File: src/rtl/fifo_wr_arbiter.sv
// -----------------------------------------------------------------------------
// fifo_wr_arbiter
//
// Round-robin arbiter that shares one FIFO write port among N_REQ requesters.
// Each requester uses a valid/ready handshake. A granted requester keeps the
// port for up to MAX_BURST accepted beats. The grant is released early if the
// granted requester drops valid. Every release costs one IDLE cycle before the
// next grant is issued. The accepted beat reaches the FIFO in the same cycle.
//
// Ports
//   i_clk          FIFO write-side clock; all logic on posedge
//   i_reset        synchronous, active-high reset
//   i_req_valid    per-requester valid, held until accepted
//   i_req_data     packed data; requester k at [k*NB_DATA +: NB_DATA]
//   o_req_ready    per-requester ready, one-hot or zero
//   i_fifo_full    FIFO full flag (i_clk domain)
//   o_fifo_wr_en   FIFO write enable (high on an accepted beat)
//   o_fifo_data    FIFO write data (zero when not writing)
//   o_grant_id     index of the current or most recent grant (registered)
//   o_busy         high while a grant is active
// -----------------------------------------------------------------------------
module fifo_wr_arbiter #(
    parameter int NB_DATA   = 4,
    parameter int N_REQ     = 4,
    parameter int MAX_BURST = 4
) (
    input  logic                       i_clk,
    input  logic                       i_reset,
    input  logic [N_REQ-1:0]           i_req_valid,
    input  logic [N_REQ*NB_DATA-1:0]   i_req_data,
    output logic [N_REQ-1:0]           o_req_ready,
    input  logic                       i_fifo_full,
    output logic                       o_fifo_wr_en,
    output logic [NB_DATA-1:0]         o_fifo_data,
    output logic [$clog2(N_REQ)-1:0]   o_grant_id,
    output logic                       o_busy
);

    localparam int GW = $clog2(N_REQ);
    localparam int CW = $clog2(MAX_BURST + 1);

    typedef enum logic {
        IDLE  = 1'b0,
        GRANT = 1'b1
    } state_t;

    state_t          state;
    logic [GW-1:0]   rr_ptr;
    logic [CW-1:0]   beat_cnt;

    logic [NB_DATA-1:0] req_data [N_REQ];
    logic [GW-1:0]      next_grant;
    logic               any_valid;
    logic [GW-1:0]      grant_inc;
    logic               transfer;
    logic               last_beat;

    // Unpack the flat data bus so the granted slice is a plain array select.
    for (genvar k = 0; k < N_REQ; k++) begin : g_unpack
        assign req_data[k] = i_req_data[k*NB_DATA +: NB_DATA];
    end

    // Round-robin pick: scan rr_ptr, rr_ptr+1, ... modulo N_REQ and take the
    // first requester with valid set.
    always_comb begin
        int            idx;
        logic [GW-1:0] idx_g;
        // NOTE: every variable assigned here gets a default first, otherwise
        // paths that skip an assignment would infer a latch.
        next_grant = rr_ptr;
        any_valid  = 1'b0;
        idx        = 0;
        idx_g      = '0;
        for (int i = 0; i < N_REQ; i++) begin
            idx = int'(rr_ptr) + i;
            if (idx >= N_REQ) begin
                idx = idx - N_REQ;
            end
            idx_g = idx[GW-1:0];
            if (!any_valid && i_req_valid[idx_g]) begin
                any_valid  = 1'b1;
                next_grant = idx_g;
            end
        end
    end

    assign grant_inc = (o_grant_id == GW'(N_REQ - 1)) ? '0 : o_grant_id + 1'b1;
    assign transfer  = (state == GRANT) && i_req_valid[o_grant_id] && !i_fifo_full;
    assign last_beat = (beat_cnt == CW'(MAX_BURST - 1));

    // Handshake outputs are combinational so an accepted beat is written to
    // the FIFO in the same cycle; FIFO full removes ready immediately.
    always_comb begin
        o_req_ready = '0;
        if (state == GRANT && !i_fifo_full) begin
            o_req_ready[o_grant_id] = 1'b1;
        end
    end

    assign o_fifo_wr_en = transfer;
    assign o_fifo_data  = transfer ? req_data[o_grant_id] : '0;
    assign o_busy       = (state == GRANT);

    // NOTE: sequential state uses non-blocking assignments so every flop
    // samples pre-edge values regardless of statement order.
    always_ff @(posedge i_clk) begin
        if (i_reset) begin
            state      <= IDLE;
            rr_ptr     <= '0;
            beat_cnt   <= '0;
            o_grant_id <= '0;
        end else begin
            case (state)
                IDLE: begin
                    if (any_valid) begin
                        o_grant_id <= next_grant;
                        beat_cnt   <= '0;
                        state      <= GRANT;
                    end
                end
                GRANT: begin
                    if (transfer) begin
                        // Counter tops out at MAX_BURST on the releasing beat.
                        beat_cnt <= beat_cnt + 1'b1;
                        if (last_beat) begin
                            state  <= IDLE;
                            rr_ptr <= grant_inc;
                        end
                    end else if (!i_req_valid[o_grant_id]) begin
                        // Granted requester went away; full alone never releases.
                        state  <= IDLE;
                        rr_ptr <= grant_inc;
                    end
                end
                default: state <= IDLE;
            endcase
        end
    end

endmodule

File: config.mk
export PLATFORM = sky130hd
export DESIGN_NAME = fifo_wr_arbiter
export DESIGN_NICKNAME = d
export VERILOG_FILES = /design/src/rtl/fifo_wr_arbiter.sv
export SDC_FILE = /design/constraint.sdc
export NUM_CORES = 1
export LEC_CHECK = 0
export BUFFER_PORTS_ARGS = -buffer_cell sky130_fd_sc_hd__buf_2
export CAP_MARGIN = 0
export CORE_UTILIZATION = 41
export DETAILED_ROUTE_END_ITERATION = 6
export PLACE_DENSITY = 0.81
export SLEW_MARGIN = 20
export SYNTH_ARGS = -nofsm -noshare
export SYNTH_HDL_FRONTEND = slang
export SYNTH_SLANG_ARGS = --single-unit
File: constraint.sdc
create_clock -name i_clk -period 1.6 [get_ports i_clk]
set_input_delay 0.16 -clock i_clk [delete_from_list [all_inputs] [get_ports i_clk]]
set_output_delay 0.16 -clock i_clk [all_outputs]
set_load 0.02 [all_outputs]
* After elaboration in Yosys (flattened, before gate mapping)
Cells that the tools add are included.
** Storage, ports and cells
- Flip-flop bits (word level) :: 8
- Input port bits :: 23
** Operators by class
- Add/subtract/negate cells :: 9
- $lt $le $gt $ge :: 11
- Equal/unequal tests :: 6
- Muxes and demuxes :: 41
- Bitwise gates (word level) :: 2
- Reductions and logical operators :: 14
** Operator list (number)
- 2-bit 2-to-1 mux :: 12
- 4-bit 2-to-1 mux :: 4
- 2-bit by 3-bit < comparator with 1-bit output (second input constant) :: 5
- 1-bit 2-to-1 mux :: 14
- 3-bit >= comparator (second input constant) :: 4
- 1-bit binary-select mux with 2-bit select :: 5
- 4-bit binary-select mux with 2-bit select :: 1
- 2-bit by 1-bit subtractor with 2-bit output (second input constant) :: 4
- 1-bit logical AND :: 7
- 2-bit by 2-bit adder with 3-bit output (second input constant) :: 2
- 3-bit 2-to-1 mux :: 2
- 3-bit case mux with 2 select lines :: 1
- 1-bit logical NOT :: 4
- 2-bit by 1-bit inequality test with 1-bit output (second input constant) :: 2
- 2-bit inequality test (second input constant) :: 2
- 2-bit AND reduction :: 2
- 2-bit by 1-bit adder with 3-bit output (second input constant) :: 1
- 3-bit by 1-bit adder with 3-bit output (second input constant) :: 1
- 3-bit by 2-bit equality test with 1-bit output (second input constant) :: 1
- 2-bit by 3-bit >= comparator with 1-bit output (second input constant) :: 1
- 2-bit NOT with 3-bit output :: 1
- 3-bit AND reduction :: 1
- 2-bit by 1-bit adder with 2-bit output (second input constant) :: 1
- 1-bit demux with 2-bit select :: 1
- other kinds (4) :: 4

* Longest topological paths before layout
- Depth after elaboration :: 16
- Mapped depth :: 6
- Mapped depth without buffers :: 6

* Least setup slack after synthesis
No wires, ideal clock.
- Path type :: register -> register
- Start point :: register o_grant_id[1]
- End point :: register rr_ptr[0]
- Library setup time :: 0.121 ns
- Data arrival time :: 1.664 ns
- Required time :: 1.479 ns
- Setup slack :: -0.185 ns
- Stages on the path, launching flop included :: 6
- Period minus slack after synthesis :: 1.785 ns
- Path through :: dfxtp_1 -> buf_2 -> mux2i_1 -> nor3_1 -> nor3b_1 -> mux2_2
** On the way
- Cells in the longest elaborated chain, start to end :: 6
- Elaborated cells on any way between the ends :: 12
** RTL lines
- from (decl) :: line 35 : output logic [$clog2(N_REQ)-1:0] o_grant_id,
- from (signal assigned) :: line 116 : o_grant_id <= next_grant;
- 1-bit binary-select mux with 2-bit select :: line 88, 129
- 1-bit 2-to-1 mux (implied by the code) :: line 88, 129
- 1-bit logical AND (2 in series) :: line 88 : assign transfer = (state == GRANT) && i_req_valid[o_grant_id] && !i_fifo_full;
- 2-bit by 1-bit inequality test with 1-bit output (no source line) or 2-bit inequality test (tied branches)
- 3-bit AND reduction (no source line)
- to (signal assigned) :: line 127 : rr_ptr <= grant_inc;
- to (signal assigned) :: line 132 : rr_ptr <= grant_inc;
- to (decl) :: line 48 : logic [GW-1:0] rr_ptr;
Several ways; a longest one is shown, not always the timed one. The select of a mux whose other input is x is not followed.
A chain may end at the register's enable or synchronous reset.

* Worst setup path in the final report
- Start point :: register o_grant_id[0]
- End point :: output port o_fifo_data[0]
** On the way
- Cells in the longest elaborated chain, start to end :: 5
- Elaborated cells on any way between the ends :: 9
** RTL lines
- 2-bit NOT with 3-bit output (implied by the code) or 1-bit binary-select mux with 2-bit select (tied branches) :: line 101, 88
- 4-bit binary-select mux with 2-bit select or 1-bit 2-to-1 mux (tied branches) :: line 101, 88
- 4-bit 2-to-1 mux (implied by the code) or 1-bit logical AND (tied branches) (2 in series) :: line 101, 88
- 4-bit 2-to-1 mux * :: line 101 : assign o_fifo_data = transfer ? req_data[o_grant_id] : '0;
- to (decl) :: line 34 : output logic [NB_DATA-1:0] o_fifo_data,
Every way passes the cells marked *; elsewhere a longest branch is shown, timed or not. The select of a mux whose other input is x is not followed.

==> impl_results.md <==
* #FFs+latches synth at 8
* Clk sinks at 8
* Final Setup Violations at 5
* Pleak at 0.490 nW
* Area growth syn-to-layout at 43.4%
* Final Worst Setup Slack at -0.134 ns
* GRT Total Usage at 22.7%
* CTS tree: built
* Critical path fanouts, max at 6
* Ys Warns at 0
* Final period util at 108%
* Post-Syn Area at 738 µm²
* Port-buffer cells at 34
* Later-pin clock latency in the skew report at 0.26 ns
* Die Y at 44.4 µm
* Max Buffers Root-to-Sink at 2
* Placed Area at 955 µm²
* Reg2Reg Depth at 5
* GPL Wtd Cong at 0.859
* Status: finished with violations
* Finished Cell Area at 0.00106 mm²
* Slew headroom at 73.1%
* Peak VDD IR at 506 µV
* Hold-fix buffers, CTS at 0
* Number of max-cap violations at 0
* Vias in the first global route at 693
* Total CTS buffers at 3
* Area of the core at 0.00159 mm²
* HPWL after detailed placement at 1450 µm
* Register area share after synthesis at 21.7%
* Layout Nets at 147
* Syn Area/Cell at 9.59 µm²
* Cell count after placement at 135
* Kind of end point of the critical path: primary output
* Hold WS at 0.206 ns
* Layout fillers at 139
* Total Routed Length at 1960 µm
* Skew final at 0.0128 ns
* Starting Density at 46.3%
* Highest clock rate at 577 MHz
* Worst-path clk slew at 0.06 ns
* Hold Path Sink: o_grant_id[0]
* Commonest non-fill, non-tap cell in the layout: buf_2
* Worst EP required at 1.44 ns
* DR WL met3 at 114 µm
* Detail Route met2 WL at 1020 µm
* PD cells at 621 mW/mm²
* Drt via density at 5.45
* Reg2reg setup slack at 0.04 ns
* WL met1 at 761 µm
* Largest net degree at the start of global routing at 13
* DRT antenna net count at 0
* Initial drt markers at 9
* RSZ-0062 raised after global routing: yes
* Drt wl/cell at 13.9 µm
* Layout cells sized above 1 at 52.1%
* RR Endpoint: beat_cnt[1]
* Syn_nets at 106
* Hold Crit Depth at 2
* Post-Syn Instances at 77
* Overall die width at 44.4 µm
* Worst Hold Launch: i_reset
* H-tree Lvls at 1
* WS Path Type: reg -> out
* Worst r2r src: o_grant_id[0]
* Setup TNS at -0.608 ns
* Drt pass-1 iters at 4
* Vias at 768
* Count of final hold-check violations at 0
* Num rows at 14
* Grt ovf at 0
* Hold Path Class: in -> reg
* Final Non-Filler Cells at 141
* CP Launch Point: o_grant_id[0]
* Failing checks: setup timing
* Initial antenna violation count at 0
* First-pass GRT wire length at 3100 µm
* Antenna Cells at 0
* # DRC at 0
* CP startpoint kind: flop
* Most frequent cells in the layout: buf_2 (29), ha_1 (6), buf_4 (6)
* Ports at 35
* Top Layer Used: met4
* Die area at 0.00197 mm²
* Post-route total power at 0.000658 W
* Pins Over Slew Limit at 0
* Worst EP arrival at 1.57 ns
* Number of distinct library cells after synthesis at 32
* Slew @ Worst Pin at 0.400 ns
* Clock root buffer: clkbuf_4
* Final Critical Period at 1.73 ns
cell usage after synthesis:
cell type,count,area [µm²]
a211o_1,1,8.76
a21oi_1,3,15.0
a311oi_1,1,8.76
and2_1,4,25.0
and3_2,4,30.0
buf_2,1,5.00
buf_6,1,11.3
clkbuf_1,2,7.51
dfxtp_1,8,160
ha_1,6,75.1
inv_1,4,15.0
inv_2,1,3.75
mux2_2,1,11.3
mux2i_1,4,40.0
mux4_1,4,105
mux4_2,1,22.5
nand2_1,2,7.51
nand2_4,1,11.3
nand2b_1,2,12.5
nand3_1,2,10.0
nand4b_1,1,8.76
nor2_1,3,11.3
nor2b_1,5,31.3
nor3_1,5,25.0
nor3b_1,2,15.0
nor4_1,1,6.26
o21ai_0,2,10.0
o31ai_1,1,7.51
o41ai_2,1,16.3
or2_2,1,6.26
or3_2,1,7.51
or4_1,1,7.51
critical path, stage by stage (launching register included):
cell     delay, ns
dfxtp_4       0.40
mux4_2        0.60
and3_4        0.19
buf_6         0.12
registers in the layout, indices dropped and copies added (netlist names):
register / flops
rr_ptr: 2
beat_cnt: 3
o_grant_id: 2
o_busy: 1
per-stage QoR:
step | util (%) | setup slack, ns
2_1_floorplan | - | 0.00368
3_3_place_gp | 59.9 | 0.0289
3_5_place_dp | 59.9 | 0.0313
4_1_cts | 65.5 | -0.161
5_1_grt | 66.4 | -0.189
6_report | 66.4 | -0.134
cell type report:
class	count	area, µm²	area share, %
Tap cell	24	30.0	2.84
Clock buffer	4	26.3	2.48
Multi-Input combinational cell	60	569	53.8
Inverter	5	18.8	1.77
Sequential cell	8	168	15.8
Timing Repair Buffer	40	246	23.3
timing repair:
item | CTS | global route
gates resized for setup | 15 | 5
pin swaps | 5 | 2
endpoints found under the setup margin | 9 | 12
buffers inserted | 2 | 0
gates cloned | 0 | 0
report_power, final:
| part | switching [W] | internal, W | total (W) |
|---|---|---|---|
| Sequential | 0.0000255 | 0.000215 | 0.000241 |
| Clock | 0.0000764 | 0.0000959 | 0.000172 |
| Combinational | 0.000116 | 0.000128 | 0.000244 |
| Total | 0.000218 | 0.000440 | 0.000658 |
kinds of logic after synthesis:
group	after synthesis	share of synthesized area, %
AOI/OAI and AO/OA	9	8.98
adders and majority gates	6	10.2
muxes	10	24.2
DFF	8	21.7
and+or+nand+nor	35	29.2
buffers and inverters	9	5.76
per-layer routing:
metal  global-route usage (%)  up-vias
met5                        0        -
met4                     16.4        0
met3                     3.27        6
met2                     41.2       37
met1                     23.4      359
li1                         -      366
worst max-delay path by stage:
stage               cells after the start             end  slack (ns)
global placement                        6       rr_ptr[0]        0.03
finish                                  3  o_fifo_data[0]       -0.13
detailed placement                      6       rr_ptr[0]        0.03
global route                            3  o_fifo_data[0]       -0.19
floorplan                               5     beat_cnt[2]       0.004
CTS                                     3  o_fifo_data[0]       -0.16
Power figures use the tool's default switching activity.
